===== config.mk =====
export PLATFORM = sky130hd
export DESIGN_NAME = cvi_stream_rx
export DESIGN_NICKNAME = d
export VERILOG_FILES = /design/src/rtl/cvi_stream_rx.sv
export SDC_FILE = /design/constraint.sdc
export NUM_CORES = 1
export LEC_CHECK = 0
export ABC_CLOCK_PERIOD_IN_PS = 14100
export CORE_UTILIZATION = 35
export CTS_CLUSTER_SIZE = 14
export DETAILED_ROUTE_END_ITERATION = 16
export GPL_ROUTABILITY_DRIVEN = 0
export MAX_ROUTING_LAYER = met4
export PLACE_DENSITY = 0.62
export SLEW_MARGIN = 40
export SYNTH_ARGS = -nofsm -noshare
export SYNTH_HDL_FRONTEND = slang
export SYNTH_SLANG_ARGS = --single-unit

===== constraint.sdc =====
create_clock -name clk_clk -period 14.1 [get_ports clk_clk]
set_clock_uncertainty 0.15 [all_clocks]
set_input_delay 1.41 -clock clk_clk [delete_from_list [all_inputs] [get_ports clk_clk]]
set_output_delay 1.41 -clock clk_clk [all_outputs]
set_load 0.01 [all_outputs]

===== src/rtl/cvi_stream_rx.sv =====
// cvi_stream_rx: clocked-video receiver.
// Samples a clocked video bus, frames every active picture into an Avalon-ST video data
// packet (header word 32'h0 with SOP, pixels, EOP on the last pixel), buffers the packet
// in a show-ahead FIFO and measures the active width/height of each frame.
//
// Optional feature (macro CVI_RX_CTRL_PKT_EN): when defined, every data packet is preceded
// by a two-word control packet: 32'hF (SOP), then {meas_height, meas_width} (EOP).
//
// Ports:
//   clk_clk            sole clock (video and fabric)
//   reset_reset        synchronous, active-high reset
//   vid_data           pixel word
//   vid_datavalid      pixel qualifier; falling edge ends a line
//   vid_h_sync         horizontal sync, informational only
//   vid_v_sync         vertical sync, rising edge marks a frame boundary
//   dout_*             Avalon-ST source, ready latency 0
//   overflow           sticky FIFO-overflow flag, cleared by overflow_clr pulse
//   meas_width         pixels in the last line of the last frame
//   meas_height        lines with at least one pixel in the last frame
module cvi_stream_rx #(
   parameter int unsigned FIFO_DEPTH = 16
) (
   input  logic        clk_clk,
   input  logic        reset_reset,
   input  logic [31:0] vid_data,
   input  logic        vid_datavalid,
   input  logic        vid_h_sync,
   input  logic        vid_v_sync,
   output logic [31:0] dout_data,
   output logic        dout_valid,
   input  logic        dout_ready,
   output logic        dout_startofpacket,
   output logic        dout_endofpacket,
   output logic        overflow,
   input  logic        overflow_clr,
   output logic [15:0] meas_width,
   output logic [15:0] meas_height
);

   localparam int unsigned AW = $clog2(FIFO_DEPTH);
`ifdef CVI_RX_CTRL_PKT_EN
   localparam int unsigned START_WORDS = 3;
`else
   localparam int unsigned START_WORDS = 1;
`endif

   typedef enum logic [2:0] {StIdle, StWait, StActive, StFlush, StDrop} state_e;

   state_e        state_q;
   logic [31:0]   stage_q;
   logic          stage_vld_q;
   logic          vsync_q, dv_q;
   logic          vs_rise, pix_acc, line_end;

   // FIFO words are {eop, sop, data}
   logic [33:0]   mem_q [FIFO_DEPTH];
   logic [AW-1:0] wr_ptr_q, rd_ptr_q;
   logic [AW:0]   count_q, free;
   logic [33:0]   head;
   logic          pop;
   logic [1:0]    push_n;
   logic [33:0]   push_word [3];
   logic          ovf_set;

   logic [15:0]   pix_cnt_q, line_cnt_q, last_width_q;
   logic [15:0]   width_now, lines_now;

   logic          unused_h_sync;
   assign unused_h_sync = vid_h_sync;

   function automatic logic [15:0] sat_inc(input logic [15:0] v);
      return (v == 16'hFFFF) ? v : v + 16'h1;
   endfunction

   assign vs_rise  = vid_v_sync & ~vsync_q;
   assign pix_acc  = vid_datavalid & ~vid_v_sync;
   assign line_end = dv_q & ~vid_datavalid;

   assign head               = mem_q[rd_ptr_q];
   assign dout_valid         = (count_q != '0);
   assign dout_data          = dout_valid ? head[31:0] : 32'h0;
   assign dout_startofpacket = dout_valid & head[32];
   assign dout_endofpacket   = dout_valid & head[33];
   assign pop                = dout_valid & dout_ready;
   // A slot freed by this cycle's pop may be refilled in the same cycle.
   assign free = (AW+1)'(FIFO_DEPTH) - count_q + {{AW{1'b0}}, pop};

   // A line still open at the frame boundary counts as the last line.
   assign width_now = (pix_cnt_q != 16'h0) ? pix_cnt_q : last_width_q;
   assign lines_now = (pix_cnt_q != 16'h0) ? sat_inc(line_cnt_q) : line_cnt_q;

   // Push decision for this cycle; pixel acceptance excludes a v_sync rise.
   always_comb begin
      push_n       = 2'd0;
      push_word[0] = '0;
      push_word[1] = '0;
      push_word[2] = '0;
      ovf_set      = 1'b0;
      case (state_q)
         StWait: begin
            if (pix_acc) begin
               if (free >= (AW+1)'(START_WORDS)) begin
`ifdef CVI_RX_CTRL_PKT_EN
                  push_word[0] = {2'b01, 32'hF};
                  push_word[1] = {2'b10, meas_height, meas_width};
                  push_word[2] = {2'b01, 32'h0};
                  push_n       = 2'd3;
`else
                  push_word[0] = {2'b01, 32'h0};
                  push_n       = 2'd1;
`endif
               end else begin
                  ovf_set = 1'b1;
               end
            end
         end
         StActive: begin
            if (pix_acc) begin
               if (free != '0) begin
                  push_word[0] = {2'b00, stage_q};
                  push_n       = 2'd1;
               end else begin
                  ovf_set = 1'b1;
               end
            end
         end
         StFlush: begin
            if (free != '0) begin
               push_word[0] = {2'b10, stage_q};
               push_n       = 2'd1;
            end
         end
         default: ;
      endcase
   end

   // Show-ahead FIFO, up to three writes per cycle.
   always_ff @(posedge clk_clk) begin
      if (reset_reset) begin
         wr_ptr_q <= '0;
         rd_ptr_q <= '0;
         count_q  <= '0;
      end else begin
         for (int i = 0; i < 3; i++) begin
            if (i < int'(push_n)) mem_q[wr_ptr_q + AW'(i)] <= push_word[i];
         end
         wr_ptr_q <= wr_ptr_q + AW'(push_n);
         rd_ptr_q <= rd_ptr_q + AW'(pop);
         count_q  <= count_q + (AW+1)'(push_n) - (AW+1)'(pop);
      end
   end

   // Framing FSM.
   always_ff @(posedge clk_clk) begin
      if (reset_reset) begin
         state_q     <= StIdle;
         stage_q     <= 32'h0;
         stage_vld_q <= 1'b0;
         vsync_q     <= 1'b0;
         dv_q        <= 1'b0;
         overflow    <= 1'b0;
      end else begin
         vsync_q <= vid_v_sync;
         dv_q    <= vid_datavalid;
         if (ovf_set) overflow <= 1'b1;
         else if (overflow_clr) overflow <= 1'b0;
         case (state_q)
            StIdle:   if (vs_rise) state_q <= StWait;
            StWait: begin
               if (ovf_set) begin
                  state_q <= StDrop;
               end else if (push_n != 2'd0) begin
                  state_q     <= StActive;
                  stage_q     <= vid_data;
                  stage_vld_q <= 1'b1;
               end
            end
            StActive: begin
               if (vs_rise) state_q <= StFlush;
               else if (ovf_set) state_q <= StDrop;
               else if (push_n != 2'd0) stage_q <= vid_data;
            end
            StFlush: begin
               if (push_n != 2'd0) begin
                  state_q     <= StWait;
                  stage_vld_q <= 1'b0;
               end
            end
            // A packet already opened must still be closed with EOP.
            StDrop:   if (vs_rise) state_q <= stage_vld_q ? StFlush : StWait;
            default:  state_q <= StIdle;
         endcase
      end
   end

   // Width/height measurement, running once synchronised to a frame boundary.
   always_ff @(posedge clk_clk) begin
      if (reset_reset) begin
         pix_cnt_q    <= 16'h0;
         line_cnt_q   <= 16'h0;
         last_width_q <= 16'h0;
         meas_width   <= 16'h0;
         meas_height  <= 16'h0;
      end else if (state_q != StIdle) begin
         if (vs_rise) begin
            if (lines_now != 16'h0) begin
               meas_width  <= width_now;
               meas_height <= lines_now;
            end
            pix_cnt_q    <= 16'h0;
            line_cnt_q   <= 16'h0;
            last_width_q <= 16'h0;
         end else if (pix_acc) begin
            pix_cnt_q <= sat_inc(pix_cnt_q);
         end else if (line_end && pix_cnt_q != 16'h0) begin
            last_width_q <= pix_cnt_q;
            line_cnt_q   <= sat_inc(line_cnt_q);
            pix_cnt_q    <= 16'h0;
         end
      end
   end

endmodule


# == Yosys cells after proc, flatten, opt, wreduce, memory -nomap -nowiden ==
# Memories as Yosys holds them, arrays and structs flattened. A register that Yosys moved wholly into a read port is not among the register bits.
# Index checks and enable logic that the tools add are counted.
# op_classes
addsub,10
n_mul,0
div,0
n_lt_le_gt_ge,4
eq_ne,16
shift,0
n_mux,65
bitwise,9
reduce_logical,21
# ops
op,count
2-to-1 mux 16 bit,13
2-to-1 mux 32 bit,6
2-to-1 mux 34 bit,3
one-hot mux 34 bit (3 select lines),1
OR reduction 34 bit,2
2-to-1 mux 33 bit,2
one-hot mux 32 bit (2 select lines),1
"adder 16 x 1 -> 16 bit, second input constant",2
"== test 16 bit, second input constant",2
nonzero test 16 bit,2
2-to-1 mux 1 bit,24
2-to-1 mux 3 bit,7
one-hot mux 3 bit (5 select lines),1
"!= test 2 bit, second input constant",7
2-to-1 mux 4 bit,3
nonzero test 2 bit,5
nonzero test 5 bit,2
"!= test 3 bit, second input constant",3
AND reduction 3 bit,3
AND 1 bit,6
"== test 3 x 2 -> 1 bit, second input constant",2
nonzero test 3 bit,2
adder 5 x 1 -> 5 bit,1
adder 5 x 2 -> 5 bit,1
other kinds (20),24
# word_totals
ff_bits,132
latchBits,0
mem_bits_rw,544
romBits,0
in_bits,39
output_inout_bits,68
elab_cells,140
mem_count,1
# memory_table
name,depth,width,rd,rd_clocked_by_memory_dff,wr,line,rtl
mem_q,16,34,1,1,1,56,logic [33:0] mem_q [FIFO_DEPTH];

# == Logic depth before layout (Yosys ltp) ==
# Gate-level depths: netlist (run 1).
# depth
word_depth,14
mapped_depth,24
depth_no_buf,23

# == Worst setup path after synthesis (run 1) ==
# No wires, ideal clock.
# synth_path
path_kind,input -> register
start,input port dout_ready
end,"memory mem_q[0][0], enable pin"
setup_time_ps,467
arrival_ps,5178
required_ps,13483
path_slack_ps,8304
stages,11
n_path_buf,0
path_cell_list,nand2_1 -> ha_1 -> inv_1 -> ha_1 -> nor3b_1 -> a31oi_1 -> nor4b_1 -> nor2_1 -> nand2_1 -> or4_1 -> nor3_1
# synth_via
elab_chain_len,13
word_cells_on_any_way,27
cone_classes,1 x add/sub; 4 x order compare; 18 x mux; 1 x bitwise; 3 x reduce/logical
# synth_rtl
item,line,rtl
"start, declared",31,"input logic dout_ready,"
AND 1 bit (*),84,assign pop = dout_valid & dout_ready;
adder 5 x 1 -> 5 bit (*),86,"assign free = (AW+1)'(FIFO_DEPTH) - count_q + {{AW{1'b0}}, pop};"
>= comparator 5 x 1 -> 1 bit / nonzero test 5 bit (equally long branches),"102, 119, 128",
"2-to-1 mux 1 bit, on equally long branches","102, 119, 128",
"2-to-1 mux 1 bit, on equally long branches","101, 118",
one-hot mux 1 bit (3 select lines) (*),99,case (state_q)
< comparator 1 x 2 -> 1 bit,145,if (i < int'(push_n)) mem_q[wr_ptr_q + AW'(i)] <= push_word[i];
2-to-1 mux 1 bit,145,
2-to-1 mux 1 bit,139,if (reset_reset) begin
2-to-1 mux 1 bit (implied by the code),145,
OR reduction 34 bit (no source line),--,
2-to-1 mux 4 bit (no source line) / 2-to-1 mux 1 bit (equally long branches) (2 in series),--,
"end, declared",56,
# Mark *: on every way between the ends. The rest lies on a longest branch, timed or not.

==> metrics.txt, run 1 <==
wire per inst 22.4 microns; maxcap violations 0; Min Hold Slack 0.299 ns; synthesized cell area 27,100 sq um; max incr delay on CP 0.77 ns; R2R Setup Slk 9.08 ns; Slew HR 46.4%; CTS sink cnt 676; DP Wirelength 35,100 microns; DR DRC count 0; hold_buf cts 0; DRT Wirelength 62,600 microns; Setup TNS 0 ns; Die X 280 microns; Sw Ratio 24.9%; initial antenna violation count 3; flops & latches, synth 676; row cnt 101; Critical Path RT 12.54 ns; total power draw 0.00510 W; Synth top cells by count edfxtp_1 (544), mux4_2 (170), dfxtp_1 (132); Crit path max-delay family buffers and inverters; Flop pwr share 43.3%; Main synth FF type edfxtp_1; PD cells 160 nW/um^2; startpoint of the worst hold path stage_q[2]; Syn Area/Cell 16.9 sq um; io pins 107; most frequent cell after synthesis edfxtp_1; Starting DRT DRC Count 1,422; clock slew at reported path FFs 0.06 ns; Critical Path End Type output port; status finished clean; Switching Power 0.00127 W; asr flop ratio synth 0%; CP Capture Point dout_data[0]; Fill cells 6,691; CP Class register to output port; initial core utilization 35.5%; drt via density 5.20; fraction of layout cells with a size suffix above 1 20.2%; top-area cell type share of the netlist area 60.4%; CTS max path bufs 3; fin crit period 6.09 ns; FMAX 164 MHz; H-tree Lvls 3; Post-synth EDFFs 544; CP max FO 42; P&R area growth vs syn 18.0%; CP Buf/Inv Count 3; Critical R2R Launch count_q[2]; worst reg2reg endpoint mem_q[8][20]; First-pass DRT Iterations 9; fin crit share 43.2%; worst-path cell chain buf_6 > buf_4 > mux4_2 > mux4_2 > and2_1 > clkdlybuf4s50_1; CP dominant cell by count mux4_2; maximum number of pins on one net before global-route repair 80; Placement Setup Slack 8.46 ns; final setup fails 0; Nets 1,763; Antenna Nets Post-Route 0; crit path launch type register; Worst setup startpoint rd_ptr_q[0]; worst skew pair latency 0.63 ns; Mapped Nets 1,656; Hold Path Class register to register; vias post-DR 14,549; Chip Height 280 microns; PortBufs 105; vias in the first global route 15,148; global route overflow 0; peak supply drop 0.0000807 V; clock power share 38.3%; Slew @ Worst Pin 0.802 ns; Pins Over Slew Limit 0; RSZ-0062 raised after global routing no; total track usage 16.7%; leading area contributor after synthesis edfxtp_1; die area 78,400 sq um; core box area 76,200 sq um; critical path depth in cells 6; clock root buffer clkbuf_16; highest-delay cell along the critical path dfxtp_4; first-pass GRT wire length 94,600 microns; final hold vios 0; yosys warns 0; Synth area leaders edfxtp_1 (60%), mux4_2 (14%), dfxtp_1 (9.8%); share of the yosys chip area belonging to registers 70.1%; post-cts gate resize count 0; CTS tree done; Critical Path AT 4.53 ns; Leakage 9.83 nW; total clock buffers created by CTS 71; setup repair bufs after CTS 0; Unique masters post-synth 53; combinational cell fraction of total power 18.5%; Internal Pwr Total 0.00383 W; Worst Reg-to-Reg Cells 17; Final WS setup 8.01 ns; post-synthesis cell count 1,600
-- cell usage in the layout (no fill, tap or decap), types with 11 or more instances in the layout --
cell type / count
and2_1: 68
nor2_4: 13
a211oi_1: 22
o21ai_0: 20
ha_1: 16
inv_1: 15
mux4_2: 170
a21oi_1: 96
clkbuf_1: 16
nor2b_1: 18
nand2_1: 105
xor2_1: 18
nor2_1: 70
clkinv_2: 11
buf_4: 31
clkbuf_16: 72
xnor2_1: 20
clkdlybuf4s50_1: 104
nand3_1: 20
edfxtp_1: 544
a22oi_1: 20
dfxtp_1: 128
nor3_1: 13
-- worst reg2reg max path, delay by kind of cell (launching register included) --
family	cells	cell delay, ns
flops	1	0.37
fa+ha+maj	3	0.61
buf+inv	5	1.19
simple gates	8	2.09
compound gates	1	0.25
-- worst min-delay path by stage --
| stage | end | slack [ns] | cells after the start |
|---|---|---|---|
| 2_1_floorplan | stage_q[0] | 0.28 | 2 |
| 3_3_place_gp | stage_q[2] | 0.29 | 2 |
| 3_5_place_dp | stage_q[2] | 0.29 | 2 |
| 4_1_cts | stage_q[2] | 0.30 | 2 |
| 5_1_grt | stage_q[1] | 0.31 | 2 |
| 6_report | stage_q[2] | 0.30 | 2 |
-- metal layers --
metal	GRT usage, %	wire length (microns)
met3	3.26	4450
met4	3.67	1110
met5	-	0
met2	26.9	30800
met1	21.9	26200
-- kinds of logic (layout without fill, tap and decap cells) --
kind of cell / Yosys count / count (layout) / share of synthesized area [%]
flops: 676 / 676 / 70.1
simple gates: 369 / 369 / 6.86
compound gates: 198 / 198 / 4.66
mux: 177 / 177 / 14.4
buf+inv: 125 / 289 / 1.87
xor+xnor: 38 / 38 / 1.23
fa+ha+maj: 17 / 17 / 0.814
other cells: 0 / 3 / 0
-- registers in the layout, summed over array words and instances (netlist names) --
| register | flops |
|---|---|
| count_q | 5 |
| dv_q | 1 |
| last_width_q | 16 |
| line_cnt_q | 16 |
| meas_height | 16 |
| meas_width | 16 |
| mem_q | 544 |
| overflow | 1 |
| pix_cnt_q | 16 |
| rd_ptr_q | 4 |
| stage_q | 32 |
| stage_vld_q | 1 |
| state_q | 3 |
| vsync_q | 1 |
| wr_ptr_q | 4 |
-- area by class of cell --
cell class,count,area [sq um],area share [%]
Antenna cell,3,7.51,0.0235
Sequential cell,676,19000,59.5
Clock inverter,38,533,1.67
Timing Repair Buffer,143,1410,4.40
Clock buffer,92,1920,6.00
Multi-Input combinational cell,799,7720,24.2
Inverter,16,60.1,0.188
Tap cell,1030,1290,4.04
-- power groups by stage --
stage / combinational [W] / clock [W] / sequential (W)
2_1_floorplan: 0.000637 / 0 / 0.00222
3_3_place_gp: 0.000922 / 0 / 0.00227
3_5_place_dp: 0.000964 / 0 / 0.00225
4_1_cts: 0.000967 / 0.00199 / 0.00221
5_1_grt: 0.00103 / 0.00207 / 0.00221
6_report: 0.000942 / 0.00195 / 0.00221
-- through the flow --
| stage | instance area, sq um | util [%] | cells |
|---|---|---|---|
| finish | 31900 | 41.9 | 2797 |
| global route | 31900 | 41.9 | 2797 |
| CTS | 31900 | 41.9 | 2794 |
| detailed placement | 29500 | 38.7 | 2664 |
| global placement | 29300 | 38.5 | 2659 |
| floorplan | 27100 | - | 1600 |
Power figures use the tool's default switching activity.
==> run 2: changes to the inputs <==
Settings changed: ABC_CLOCK_PERIOD_IN_PS 14100 to 5600, PLACE_DENSITY 0.62 to 0.64.
Clock period 14.1 ns to 5.6 ns, I/O delays scaled along.
==> run 2 against run 1 <==
Net effect: sequential cell count is the same; count of clock-buffer cells in the layout fell by 3; design area down 0.37%; sequential share of layout area grew 0.22 points; largest cell class unchanged; final cell count fell by 0.18%; routed wire length is 3.4% lower; global-route usage down 0.59 points; via count is 0.74% higher; die area stayed put.
==> metrics.txt, run 2 (synthesis results as in run 1) <==
clock slew at reported path FFs 0.06 ns; CP max FO 47; commonest non-fill, non-tap cell in the layout edfxtp_1; fin crit share 76.8%; peak supply drop 0.000224 V; combinational cell fraction of total power 19.1%; worst skew pair latency 0.61 ns; crit path launch type register; Slew @ Worst Pin 0.766 ns; Worst Reg-to-Reg Cells 16; maxcap violations 0; final setup fails 0; Slew HR 48.8%; io pins 107; Nets 1,760; Internal Pwr Total 0.00947 W; initial core utilization 35.5%; setup repair bufs after CTS 0; Switching Power 0.00313 W; DRT Wirelength 60,500 microns; hold depth 2; vias post-DR 14,656; maximum number of pins on one net before global-route repair 77; Flop pwr share 43.9%; most frequent cells in the layout edfxtp_1 (544), mux4_2 (170), dfxtp_1 (128); clock power share 37.0%; Most flops, register mem_q; die area 78,400 sq um; H-tree Lvls 3; Antenna Nets Post-Route 0; FMAX 233 MHz; Die X 280 microns; startpoint of the worst hold path stage_q[27]; Sw Ratio 24.8%; status finished clean; total clock buffers created by CTS 70; core box area 76,200 sq um; Critical Path AT 3.59 ns; final hold vios 0; CTS sink cnt 676; clock root buffer clkbuf_16; worst reg2reg endpoint mem_q[12][28]; worst hold endpoint stage_q[27]; Post-DP Area 29,500 sq um; Chip Height 280 microns; largest registers mem_q (544), stage_q (32); Pins Over Slew Limit 0; vias in the first global route 14,986; row cnt 101; drt via density 5.25; wire per inst 21.7 microns; PD cells 396 nW/um^2; cell area after layout 31,800 sq um; first-pass GRT wire length 92,100 microns; Critical R2R Launch count_q[2]; CP Class register to output port; CTS tree done; Starting DRT DRC Count 1,289; fin crit period 4.30 ns; PortBufs 105; post-cts gate resize count 0; Setup TNS 0 ns; DR DRC count 0; Critical Path End Type output port; initial antenna violation count 4; Leakage 9.76 nW; final design utilization 41.7%; total track usage 16.1%; hold_buf cts 0; First-pass DRT Iterations 5; max FFs per register 544; P&R area growth vs syn 17.6%; Critical Path RT 4.89 ns; global route overflow 0; Hold Path Class register to register; DP Wirelength 34,300 microns; RSZ-0062 raised after global routing no; fraction of layout cells with a size suffix above 1 19.9%; CTS max path bufs 3; R2R Setup Slk 1.36 ns
## run 2: cell count changes in the layout (fill, tap and decap cells not counted), moves of 2 or more
cell	change
buf_12	+6
clkinv_1	+4
buf_4	-3
bufinv_16	-3
buf_6	-2
buf_8	-2
clkbuf_8	-2
clkinv_8	+2
inv_16	-2
## run 2: cell type report
class,count,area (sq um)
antenna,2,5.00
clock buffer,89,1890
clock inverter,39,428
fill,6670,44400
inverter,16,60.1
multi-input combinational,799,7730
sequential,676,19000
tap,1030,1290
timing repair buffer,141,1420
## run 2: worst max-delay path, stage by stage, from the launching register on
cell and delay (ns):
dfxtp_4 0.52, buf_12 0.27, buf_12 0.39, mux4_2 0.58
mux4_2 0.53, and2_1 0.19, clkdlybuf4s50_1 0.47
## run 2: worst max-delay path by stage
stage	startpoint	end	slack (ns)
floorplan	count_q[3]	mem_q[0][0]	0.006
global placement	dout_ready	mem_q[12][19]	1.20
detailed placement	dout_ready	mem_q[7][19]	1.17
CTS	rd_ptr_q[0]	dout_data[31]	1.04
global route	count_q[2]	mem_q[7][27]	0.96
finish	rd_ptr_q[0]	dout_data[31]	1.30
## run 2: per-stage QoR
stage               power [W]  setup slack [ns]  hold slack, ns  std cells
finish                 0.0126              1.30           0.301       2792
global route           0.0131             0.956           0.319       2792
detailed placement    0.00810              1.17           0.294       2661
floorplan             0.00718           0.00631           0.282       1600
global placement      0.00807              1.20           0.290       2661
CTS                    0.0128              1.04           0.270       2789
## run 2: routing by layer
layer / part of all wire, % / GRT usage (%) / routed length, microns / vias up
li1: - / - / - / 6512
met1: 44 / 21.4 / 26700 / 7623
met2: 49 / 25.7 / 29400 / 429
met3: 5.7 / 3.04 / 3460 / 92
met4: 1.6 / 3.71 / 951 / 0
met5: 0 / - / 0 / -
## run 2: power groups by stage
stage	Combinational, W	Clock [W]	Sequential [W]
2_1_floorplan	0.00160	0	0.00558
3_3_place_gp	0.00237	0	0.00569
3_5_place_dp	0.00240	0	0.00570
4_1_cts	0.00242	0.00476	0.00559
5_1_grt	0.00261	0.00494	0.00555
6_report	0.00241	0.00466	0.00554
